`src/rtl/alarm_pkg.sv`:
```
// Shared definitions for the alarm zone arbiter: state encoding, default timing
// values and the zone-index width helper.
package alarm_pkg;

  typedef enum logic [1:0] {
    DISARMED = 2'b00,
    ARMING   = 2'b01,
    ARMED    = 2'b10,
    ALERTING = 2'b11
  } state_t;

  localparam int unsigned N_ZONES_DEF     = 4;
  localparam int unsigned ARM_DELAY_DEF   = 31;
  localparam int unsigned SLOT_CYCLES_DEF = 63;

  // Width of a zone index; a single zone still needs one bit.
  function automatic int unsigned idx_w(input int unsigned n);
    return (n > 32'd1) ? unsigned'($clog2(n)) : 32'd1;
  endfunction

  localparam int unsigned IDX_W_DEF = idx_w(N_ZONES_DEF);

endpackage

```
`src/rtl/alarm_rr_pick.sv`:
```
// Round-robin picker: index of the first set request at or after ptr, wrapping.
// Drives 0 when no request is set.
module alarm_rr_pick
  import alarm_pkg::*;
#(
  parameter int unsigned N_ZONES = N_ZONES_DEF
) (
  input  logic [N_ZONES-1:0]        req,
  input  logic [idx_w(N_ZONES)-1:0] ptr,
  output logic [idx_w(N_ZONES)-1:0] idx
);

  localparam int unsigned IDX_W = idx_w(N_ZONES);

  logic [IDX_W-1:0] cand;
  logic             found;

  // N_ZONES is a power of two, so the index adder wraps modulo N_ZONES on its own
  always_comb begin
    idx   = '0;
    cand  = '0;
    found = 1'b0;
    for (int unsigned i = 0; i < N_ZONES; i++) begin
      cand = ptr + IDX_W'(i);
      if (!found && req[cand]) begin
        idx   = cand;
        found = 1'b1;
      end
    end
  end

endmodule

```
`src/rtl/alarm_zone_arbiter.sv`:
```
// Alarm sequencer: arm delay, sticky zone trips, and round-robin arbitration of
// pending zones for one shared alert output with a timed slot per zone.
module alarm_zone_arbiter
  import alarm_pkg::*;
#(
  parameter int unsigned N_ZONES     = N_ZONES_DEF,
  parameter int unsigned ARM_DELAY   = ARM_DELAY_DEF,
  parameter int unsigned SLOT_CYCLES = SLOT_CYCLES_DEF,
  parameter int unsigned CNT_W       = 8
) (
  input  logic                      clk,
  input  logic                      reset,
  input  logic                      arm_n,
  input  logic                      ack_n,
  input  logic [N_ZONES-1:0]        zone_trip,
  output logic                      armed,
  output logic                      alerting,
  output logic [idx_w(N_ZONES)-1:0] grant,
  output logic [N_ZONES-1:0]        pending,
  output logic [CNT_W-1:0]          timer
);

  localparam int unsigned IDX_W = idx_w(N_ZONES);

  state_t             state;
  state_t             state_next;
  logic [CNT_W-1:0]   timer_next;
  logic [IDX_W-1:0]   grant_next;
  logic [IDX_W-1:0]   ptr;
  logic [IDX_W-1:0]   ptr_next;
  logic [IDX_W-1:0]   grant_inc;
  logic [IDX_W-1:0]   pick_ptr;
  logic [IDX_W-1:0]   pick_idx;
  logic [N_ZONES-1:0] pending_next;
  logic [N_ZONES-1:0] pend_acc;
  logic [N_ZONES-1:0] pick_req;

  assign grant_inc = grant + IDX_W'(1);

  // Ack clears the granted bit before new trips are merged, so a same-cycle trip wins
  always_comb begin
    pend_acc = pending | zone_trip;
    if (state == ALERTING && !ack_n) begin
      pend_acc = (pending & ~(N_ZONES'(1) << grant)) | zone_trip;
    end
  end

  // First grant uses the registered pending and stored pointer; later grants search after the old grant
  always_comb begin
    pick_req = pending;
    pick_ptr = ptr;
    if (state == ALERTING) begin
      pick_req = pend_acc;
      pick_ptr = grant_inc;
    end
  end

  alarm_rr_pick #(
    .N_ZONES (N_ZONES)
  ) u_pick (
    .req (pick_req),
    .ptr (pick_ptr),
    .idx (pick_idx)
  );

  always_ff @(posedge clk) begin
    if (reset) begin
      state   <= DISARMED;
      timer   <= '0;
      grant   <= '0;
      pending <= '0;
      ptr     <= '0;
    end else begin
      state   <= state_next;
      timer   <= timer_next;
      grant   <= grant_next;
      pending <= pending_next;
      ptr     <= ptr_next;
    end
  end

  always_comb begin
    state_next   = state;
    timer_next   = timer;
    grant_next   = grant;
    pending_next = pending;
    ptr_next     = ptr;
    case (state)
      DISARMED: begin
        timer_next   = '0;
        grant_next   = '0;
        pending_next = '0;
        if (!arm_n) state_next = ARMING;
      end
      ARMING: begin
        if (!arm_n) begin
          state_next = DISARMED;
          timer_next = '0;
        end else if (timer == CNT_W'(ARM_DELAY)) begin
          state_next = ARMED;
          timer_next = '0;
        end else begin
          timer_next = timer + CNT_W'(1);
        end
      end
      ARMED: begin
        if (!arm_n) begin
          state_next   = DISARMED;
          pending_next = '0;
          grant_next   = '0;
          timer_next   = '0;
        end else begin
          pending_next = pend_acc;
          if (pending != '0) begin
            state_next = ALERTING;
            grant_next = pick_idx;
            timer_next = '0;
          end
        end
      end
      ALERTING: begin
        if (!arm_n) begin
          state_next   = DISARMED;
          pending_next = '0;
          grant_next   = '0;
          timer_next   = '0;
        end else begin
          pending_next = pend_acc;
          if (!ack_n) begin
            ptr_next   = grant_inc;
            timer_next = '0;
            if (pend_acc != '0) begin
              grant_next = pick_idx;
            end else begin
              state_next = ARMED;
              grant_next = '0;
            end
          end else if (timer == CNT_W'(SLOT_CYCLES)) begin
            ptr_next   = grant_inc;
            grant_next = pick_idx;
            timer_next = '0;
          end else begin
            timer_next = timer + CNT_W'(1);
          end
        end
      end
      default: begin
        state_next   = DISARMED;
        timer_next   = '0;
        grant_next   = '0;
        pending_next = '0;
      end
    endcase
  end

  always_comb begin
    armed    = 1'b0;
    alerting = 1'b0;
    case (state)
      ARMED:    armed = 1'b1;
      ALERTING: begin
        armed    = 1'b1;
        alerting = 1'b1;
      end
      default: ;
    endcase
  end

endmodule
```
`config.mk`:
```
export PLATFORM = sky130hd
export DESIGN_NAME = alarm_zone_arbiter
export DESIGN_NICKNAME = d
export VERILOG_FILES = /design/src/rtl/alarm_pkg.sv /design/src/rtl/alarm_rr_pick.sv /design/src/rtl/alarm_zone_arbiter.sv
export SDC_FILE = /design/constraint.sdc
export NUM_CORES = 1
export LEC_CHECK = 0
export CAP_MARGIN = 20
export CORE_ASPECT_RATIO = 0.8
export CORE_MARGIN = 3
export CORE_UTILIZATION = 48
export CTS_BUF_LIST = sky130_fd_sc_hd__clkbuf_16
export DETAILED_ROUTE_END_ITERATION = 16
export PLACE_DENSITY_LB_ADDON = 0.15
export SLEW_MARGIN = 20
export SYNTH_ARGS = -nofsm -noshare
export SYNTH_HDL_FRONTEND = slang
export SYNTH_SLANG_ARGS = --single-unit
```
`constraint.sdc`:
```
create_clock -name clk -period 1.6 [get_ports clk]
set_input_delay 0.4 -clock clk [delete_from_list [all_inputs] [get_ports clk]]
set_output_delay 0.4 -clock clk [all_outputs]
set_load 0.01 [all_outputs]
```
# After elaboration in Yosys (flattened, before gate mapping)
# Index checks and enable logic that the tools add are counted.
[op_classes]
shift = 1
mux = 48
n_lt_le_gt_ge = 4
reduce_logical = 17
bitwise_logic = 4
n_addsub = 5
n_eq_ne = 12
[ops]
columns = ["operator", "n"]
rows = [
  ["$mux W8", 7],
  ["$mux W2", 21],
  ["$pmux W8 S4", 1],
  ["$lt A2 B3 Y1 const B", 4],
  ["$mux W4", 3],
  ["$ne A3 B3 Y1 const B", 4],
  ["$mux W1", 9],
  ["$add A8 B1 Y8 const B", 1],
  ["$bmux W1 S2", 4],
  ["$eq A8 B5 Y1 const B", 1],
  ["$eq A8 B6 Y1 const B", 1],
  ["$or A4 B4 Y4", 2],
  ["$pmux W2 S4", 1],
  ["$pmux W4 S2", 1],
  ["$reduce_bool A4 Y1", 2],
  ["$pmux W2 S3", 1],
  ["$reduce_and A3 Y1", 2],
  ["$reduce_and A5 Y1", 1],
  ["$add A2 B1 Y2 const B", 2],
  ["$add A2 B2 Y2 const B", 2],
  ["$and A4 B4 Y4", 1],
  ["$eq A2 B2 Y1 const B", 2],
  ["$logic_and A1 B1 Y1", 4],
  ["$logic_not A1 Y1", 4],
  ["10 further kinds", 10],
]
[totals]
register_bits = 18
elab_cells = 96
input_bits = 8
output_inout_bits = 16

# Logic depth before layout (Yosys ltp)
# Gate-level depths: netlist of the first run.
[depth]
depth_word = 22
depth_mapped = 8
ltp_nobuf = 7

# By module
# From an unflattened synthesis of the first run, not the netlist that was laid out.
[unflattened]
cells_unflattened = 166
hier_area_um2 = 1325.0
[modules_own_cells]
columns = ["module", "seq_area_each_um2", "instances", "cells_each", "area_each_um2"]
rows = [
  ["alarm_zone_arbiter", 360.3, 1, 153, 1251.2],
  ["alarm_rr_pick", 0.0, 1, 13, 73.8],
]

# Worst setup path before layout of the first run
# Ideal clock, no wire load.
[synth_timing]
path_type = "register to register"
from = "register state[0]"
to = "register grant[1]"
n_path_buf = 1
stages_incl_launch_ff = 8
setup_time_ns = 0.117
t_arrival_ns = 1.736
required_time_ns = 1.483
period_less_slack_ns = 1.853
path_slack_ns = -0.253
path_cell_list = "dfxtp_1 ha_1 buf_4 mux2i_1 inv_1 o31ai_1 a211oi_2 a22o_1"
[synth_between]
elab_chain_len = 20
elab_cells_between_ends = 43
classes_between = "3 x add/sub; 4 x eq/ne; 25 x mux; 11 x reduce/logical"
[synth_rtl]
columns = ["element", "line", "source"]
rows = [
  ["start, declared", "alarm_zone_arbiter.sv:25", "state_t state;"],
  ["start signal, assigned", "alarm_zone_arbiter.sv:74", "state <= state_next;"],
  ["$eq A2 B2 Y1", "alarm_zone_arbiter.sv:43, alarm_zone_arbiter.sv:52, alarm_zone_arbiter.sv:88", ""],
  ["$logic_and A1 B1 Y1", "alarm_zone_arbiter.sv:43", "if (state == ALERTING && !ack_n) begin"],
  ["$mux W4", "alarm_zone_arbiter.sv:43", ""],
  ["$mux W4", "alarm_zone_arbiter.sv:52", "if (state == ALERTING) begin"],
  ["$bmux W1 S2", "alarm_rr_pick.sv:25", "if (!found && req[cand]) begin"],
  ["$mux W1 (not written as such)", "alarm_rr_pick.sv:25", ""],
  ["$mux W1", "alarm_rr_pick.sv:25", ""],
  ["$logic_not A1 Y1", "alarm_rr_pick.sv:25", ""],
  ["[... 4 more ...]", "--", ""],
  ["$mux W1", "alarm_rr_pick.sv:25", ""],
  ["$logic_not A1 Y1", "alarm_rr_pick.sv:25", ""],
  ["$logic_and A1 B1 Y1", "alarm_rr_pick.sv:25", ""],
  ["$mux W2", "alarm_rr_pick.sv:25", ""],
  ["$mux W2 (on tied branches)", "alarm_zone_arbiter.sv:132, alarm_zone_arbiter.sv:138", ""],
  ["$mux W2", "alarm_zone_arbiter.sv:129", "if (!ack_n) begin"],
  ["$mux W2", "alarm_zone_arbiter.sv:122", "if (!arm_n) begin"],
  ["$pmux W2 S3", "alarm_zone_arbiter.sv:88", "case (state)"],
  ["end signal, assigned", "alarm_zone_arbiter.sv:76", "grant <= grant_next;"],
  ["end, declared", "alarm_zone_arbiter.sv:18", "output logic [idx_w(N_ZONES)-1:0] grant,"],
]
# Several ways; a longest one is shown, not always the timed one. The select of a mux whose other input is x is not followed.
# A chain may end at the register's enable or synchronous reset.

# Worst setup path after layout of the first run
[layout_timing]
from = "register state[0]"
to = "register timer[2]"
[layout_between]
elab_chain_len = 2
elab_cells_between_ends = 6
classes_between = "4 x eq/ne; 1 x mux; 1 x reduce/logical"
[layout_rtl]
columns = ["element", "line", "source"]
rows = [
  ["$eq A2 B2 Y1, or another cell as far along", "alarm_zone_arbiter.sv:88", ""],
  ["$pmux W8 S4 / $ne A3 B3 Y1 (equally long branches)", "--", ""],
  ["end signal, assigned", "alarm_zone_arbiter.sv:75", "timer <= timer_next;"],
  ["end, declared", "alarm_zone_arbiter.sv:20", "output logic [CNT_W-1:0] timer"],
]
# Several ways; a longest one is shown, not always the timed one.

==> reports/metrics.csv, run 1 <==
metric;value;unit
outcome;finished, violations left;
violations;negative setup slack;
die-area;0.003651;mm2
core;0.002623;mm2
cts_sinks;18;
syn_nets;180;
drtAntennaViolNets;0;
num-fill-cells;92;
rows;16;
end_kind;register;
synth_common_cells;dfxtp_1 (18), nor2_1 (14), ha_1 (11), a21oi_1 (10), o21ai_0 (10);
grt_pass1_wl;8549;um
yosys-top-cells-area;dfxtp_1 (25%), ha_1 (9.7%), a221oi_4 (3.7%);
critical_path_buf_inv_count;5;
worstHoldPathType;register to register;
powerDensity;531.6;mW/mm2
drive_gt1_share;50.64;%
finalNonFillerCells;271;
synth_enable_flop_cells;0;
drt_pass1_iterations;5;
grt_remaining_overflow;0;
die_x;66.81;um
reg2reg_from;state[0];
setup_tns;-2.061;ns
period_share;115.2;%
vias;1883;
finClkSkew;0.001470;ns
finalCoreUtilization;91.08;%
root_buffer;clkbuf_16;
clock_path_buffers;2;
worst-endpoint-arrival;1.98;ns
gr-usage-all-layers;32.57;%
synth_top_area_share;25.37;%
hold_depth;2;
hpwl;3501;um
h-tree-depth;1;
drt_iter0_drc;375;
rsz0062_at_grt;true;
ctsHoldBuffers;0;
cts_buffers;3;
clock.fmax;542.6;MHz
slowest_delay;0.37;ns
cts_tree;yes;
dp_cells;257;
syn-instance-count;161;
ys_async_sr_fraction;0;%
clk_pin_slew;0.05;ns
ys_seq_area_share;25.37;%
path_depth;9;
n_antenna_cell;0;
synth_area;0.001420;mm2
drc;0;
antenna_found_initial;0;
yosysWarnings;0;
die_h;54.65;um
worstRegToRegCells;9;
cpMaxStageDelayCell;dfxtp_4;
cap_violations;0;
crit_top_cell;buf_4;
crit_type;register to register;
finalNetCount;256;
syn_area_per_cell;8.821;um2
hold_viol_final;0;
timing.rr.end;timer[2];
io_pins;24;
place.gp.congestion;0.8846;
cp_cell_sequence;buf_4 -> inv_2 -> ha_4 -> buf_6 -> and3_4 -> buf_12 -> buf_4 -> o21ai_0 -> a21oi_1;
startpoint_type;register;
cp_data_required_time;1.73;ns
reg2reg_slack;-0.24;ns
finalMaxSlewViolations;0;
numPortBuffers;23;
timing.final.ws_setup;-0.2431;ns
p_leak;1.036;nW
ir_drop;0.001004;V
slew_headroom;75.12;%
synth_cell_type_count;46;
yosys_most_used_dff;dfxtp_1;
start_util;54.15;%
fin_crit;1.843;ns
wl_per_cell;24.27;um
clock_latency;0.26;ns
worstMarginPinSlew;0.3719;ns
grt_max_degree;11;
synth-seq-cells;18;
synth_area_leader_cell;dfxtp_1;
vias_per_cell;6.948;
crit_family;buffers and inverters;
critPathMaxFanout;8;
setup_viol;15;
grt_pass1_vias;1699;
endpoint;timer[2];
area_growth;68.19;%
synth.most_common_cell;dfxtp_1;
cp-startpoint;state[0];
wirelength;6577;um
[report_power, final]
| part | switching (mW) | internal [mW] |
|---|---|---|
| Clock | 0.191 | 0.330 |
| Sequential | 0.00910 | 0.454 |
| Combinational | 0.155 | 0.130 |
| Total | 0.355 | 0.914 |
[worst min-delay path: stages, from the launching register on]
cell	delay, ns
dfxtp_1	0.32
mux2i_1	0.07
nor2_1	0.10
[stage by stage]
step	total power [mW]	hold WS, ns	setup WS [ns]	cell area [um2]
final	1.270	0.5326	-0.2431	2389
after floorplan	0.5988	0.4597	-0.06313	1490
after CTS	1.208	0.5283	-0.1706	2243
after detailed placement	0.6955	0.5103	-0.5369	2076
after global placement	0.6840	0.4756	-0.4701	2076
after global routing	1.301	0.5682	-0.3221	2389
[how the worst min path moves through the flow]
stage / startpoint / endpoint
detailed placement: timer[7] / timer[7]
global placement: ptr[0] / ptr[0]
finish: ptr[0] / ptr[0]
CTS: timer[7] / timer[7]
floorplan: ptr[0] / ptr[0]
global route: ptr[0] / ptr[0]
[area by class of cell]
type	count	area, um2	area share [%]
well taps	36	45.04	1.886
clock buffers	3	75.07	3.143
multi-input cells	127	1184	49.55
inverters	8	30.03	1.257
repair buffers	79	678.2	28.39
flip-flops and latches	18	376.6	15.77
[registers in the layout, summed over array words and instances, names as in the netlist]
register and count:
pending 4, timer 8, grant 2, state 2, ptr 2
[cells in the final DEF, fill, tap and decap left out, types with 3 or more instances in the layout]
cell / n
buf_4: 51
dlygate4sd2_1: 15
nor2_1: 13
dfxtp_1: 11
nand2_1: 7
a21oi_1: 6
inv_1: 5
a31oi_1: 5
o21ai_1: 5
a21oi_2: 5
nand3b_1: 4
a21o_1: 4
a22oi_1: 4
a22o_1: 4
ha_2: 4
ha_1: 4
dfxtp_2: 4
clkdlybuf4s50_1: 4
inv_2: 3
o21ai_0: 3
a22oi_2: 3
nand2b_1: 3
a211oi_2: 3
nand4b_1: 3
mux2i_1: 3
ha_4: 3
clkbuf_16: 3
buf_6: 3
buf_12: 3
dfxtp_4: 3
[repair_timing]
item | in CTS | in global routing
resized for setup | 40 | 32
setup buffers | 4 | 7
endpoints found under the hold margin | 0 | 0
endpoints found under the setup margin | 29 | 19
pin swaps | 14 | 15
[metal layers]
| metal | routed length (um) | track usage (%) |
|---|---|---|
| met2 | 3029 | 53.62 |
| met5 | 0 | 0 |
| met1 | 2348 | 38.68 |
| met4 | 425 | 18.58 |
| met3 | 772 | 8.830 |
[logic make-up (layout without fill, tap and decap cells)]
logic type	Yosys count	after routing	synth area share, %
AOI/OAI and AO/OA	60	60	35.51
adders and majority gates	11	11	9.691
buffers and inverters	16	90	4.933
DFF	18	18	25.37
muxes	5	5	3.612
and+or+nand+nor	51	51	20.88
Power figures use the tool's default switching activity.
==> inputs of run 2 (changes only) <==
--- a/config.mk
+++ b/config.mk
@@ -7,7 +7,6 @@
 export LEC_CHECK = 0
 export CAP_MARGIN = 20
 export CORE_ASPECT_RATIO = 0.8
-export CORE_MARGIN = 3
 export CORE_UTILIZATION = 48
 export CTS_BUF_LIST = sky130_fd_sc_hd__clkbuf_16
 export DETAILED_ROUTE_END_ITERATION = 16
==> reports/metrics.csv, run 2 (synthesis gave the netlist of run 1 again) <==
metric;value;unit;change
finalNetCount;255;;-0.39%
dp_cells;260;;+1.2%
cts_tree;yes;;
fin_crit;1.770;ns;-0.07276 ns
timing.final.ws_setup;-0.1703;ns;+0.07276 ns
use_met3;6.136;%;-2.7 points
hold_viol_final;0;;unchanged
clock_path_buffers;2;;unchanged
reg2reg_from;state[0];;
violations;negative setup slack;;
cap_violations;0;;unchanged
start_util;50.97;%;-3.2 points
setup_viol;14;;-1
cp_data_required_time;1.74;ns;about the same
use_met2;59.24;%;+5.6 points
hold_start;ptr[0];;
grt_pass1_wl;8321;um;-2.7%
antenna_found_initial;0;;unchanged
rows;17;;+1
hpwl;3283;um;-6.2%
period_share;110.6;%;-4.5 points
final_common_cell;buf_4;;
slew_headroom;70.66;%;-4.5 points
most-common-layout-cells;buf_4 (52), dlygate4sd2_1 (15), nor2_1 (13);;
power;1.242;mW;-2.2%
powerDensity;525.8;mW/mm2;-1.1%
area_growth;66.34;%;
worst-endpoint-arrival;1.91;ns;-0.07 ns
largest_reg_flops;8;;unchanged
clock_latency;0.25;ns;about the same
rsz0062_at_grt;true;;
reg2reg_slack;-0.17;ns;+0.07 ns
drt_iter0_drc;152;;-59%
clk_pin_slew;0.05;ns;about the same
wirelength;5252;um;-20%
core;0.002786;mm2;+6.2%
root_buffer;clkbuf_16;;
place.gp.congestion;0.9188;;+3.9%
design_area;0.002362;mm2;-1.1%
finClkSkew;0.003322;ns;+0.001852 ns
top_register;timer;;
drive_gt1_share;47.23;%;-3.4 points
grt_pass1_vias;1658;;-2.4%
cts_buffers;3;;unchanged
post_dp_cell_area;0.002061;mm2;-0.72%
finalMaxSlewViolations;0;;unchanged
crit_type;register to register;;
wl_per_cell;19.24;um;-21%
p_leak;1.021;nW;-1.4%
drc;0;;unchanged
vias;1697;;-9.9%
die_x;62.81;um;-6.0%
io_pins;24;;unchanged
numPortBuffers;23;;unchanged
ir_drop;0.0006762;V;-33%
critPathMaxFanout;5;;-3
cts_sinks;18;;unchanged
end_kind;register;;
clock.fmax;564.9;MHz;+4.1%
drt_pass1_iterations;5;;unchanged
worstHoldPathType;register to register;;
grt_remaining_overflow;0;;unchanged
hold_slack;0.5420;ns;+0.009385 ns
n_antenna_cell;0;;unchanged
worstMarginPinSlew;0.4381;ns;+0.06622 ns
die-area;0.003181;mm2;-13%
cp-startpoint;state[0];;
outcome;finished, violations left;;
grt_max_degree;11;;unchanged
finalNonFillerCells;273;;+0.74%
startpoint_type;register;;
h-tree-depth;1;;unchanged
grt_busiest_layer;met2;;
drtAntennaViolNets;0;;unchanged
post-place-ws;-0.5158;ns;+0.02115 ns
use_met1;44.21;%;+5.5 points
gr-usage-all-layers;34.20;%;+1.6 points
die_h;50.65;um;-7.3%
vias_per_cell;6.216;;-11%
reg_top3;timer (8), pending (4);;
## run 2: per-layer routing
metal  up-vias  wire length, um
li1        755                -
met1       840             2311
met2        88             2466
met3        14              404
met4         0               70
met5         -                0
## run 2: through the flow
stage,util [%],setup TNS (ns)
after floorplan,-,-0.1580
after global placement,73.96,-5.969
after detailed placement,73.96,-6.725
after CTS,81.28,-0.6401
after global routing,84.78,-2.178
final,84.78,-1.430
## run 2: report_power, final
group	internal [mW]	leakage [nW]	total [mW]	switching (mW)
registers	0.455	0.150	0.463	0.00759
logic	0.125	0.829	0.271	0.146
clock network	0.333	0.0423	0.508	0.176
total	0.913	1.02	1.24	0.329
## run 2: worst max-delay path: stages, from the launching register on
cell,delay (ns)
dfxtp_4,0.36
ha_4,0.16
buf_6,0.13
nand3b_1,0.19
a221oi_4,0.34
a31o_1,0.20
a211oi_2,0.07
a22o_1,0.20
## run 2: final timing paths
| path | to | depth (start not counted) |
|---|---|---|
| max | grant[1] | 7 |
| max reg2reg | grant[1] | 7 |
| min | ptr[0] | 2 |
| min reg2reg | ptr[0] | 2 |
## run 2: timing repair
item / 4_1_cts / 5_1_grt
pin swaps: 18 / 15
resized for setup: 49 / 17
setup buffers: 8 / 2
hold buffers: 0 / 0
endpoints found under the setup margin: 26 / 19
cloned: 0 / 0
## run 2: layout make-up
class / count / area (um2)
Tap cell: 38 / 47.55
Clock buffer: 3 / 75.07
Inverter: 8 / 30.03
Sequential cell: 18 / 375.4
Fill cell: 142 / 424.2
Clock inverter: 1 / 3.754
Timing Repair Buffer: 78 / 640.6
Multi-Input combinational cell: 127 / 1190
==> inputs of run 3 (changes only) <==
--- a/config.mk
+++ b/config.mk
@@ -5,6 +5,7 @@
 export SDC_FILE = /design/constraint.sdc
 export NUM_CORES = 1
 export LEC_CHECK = 0
+export ABC_AREA = 0
 export CAP_MARGIN = 20
 export CORE_ASPECT_RATIO = 0.8
 export CORE_UTILIZATION = 48
==> results of run 3 <==
The final DEF is identical to that of run 2; final timing and power are the same.
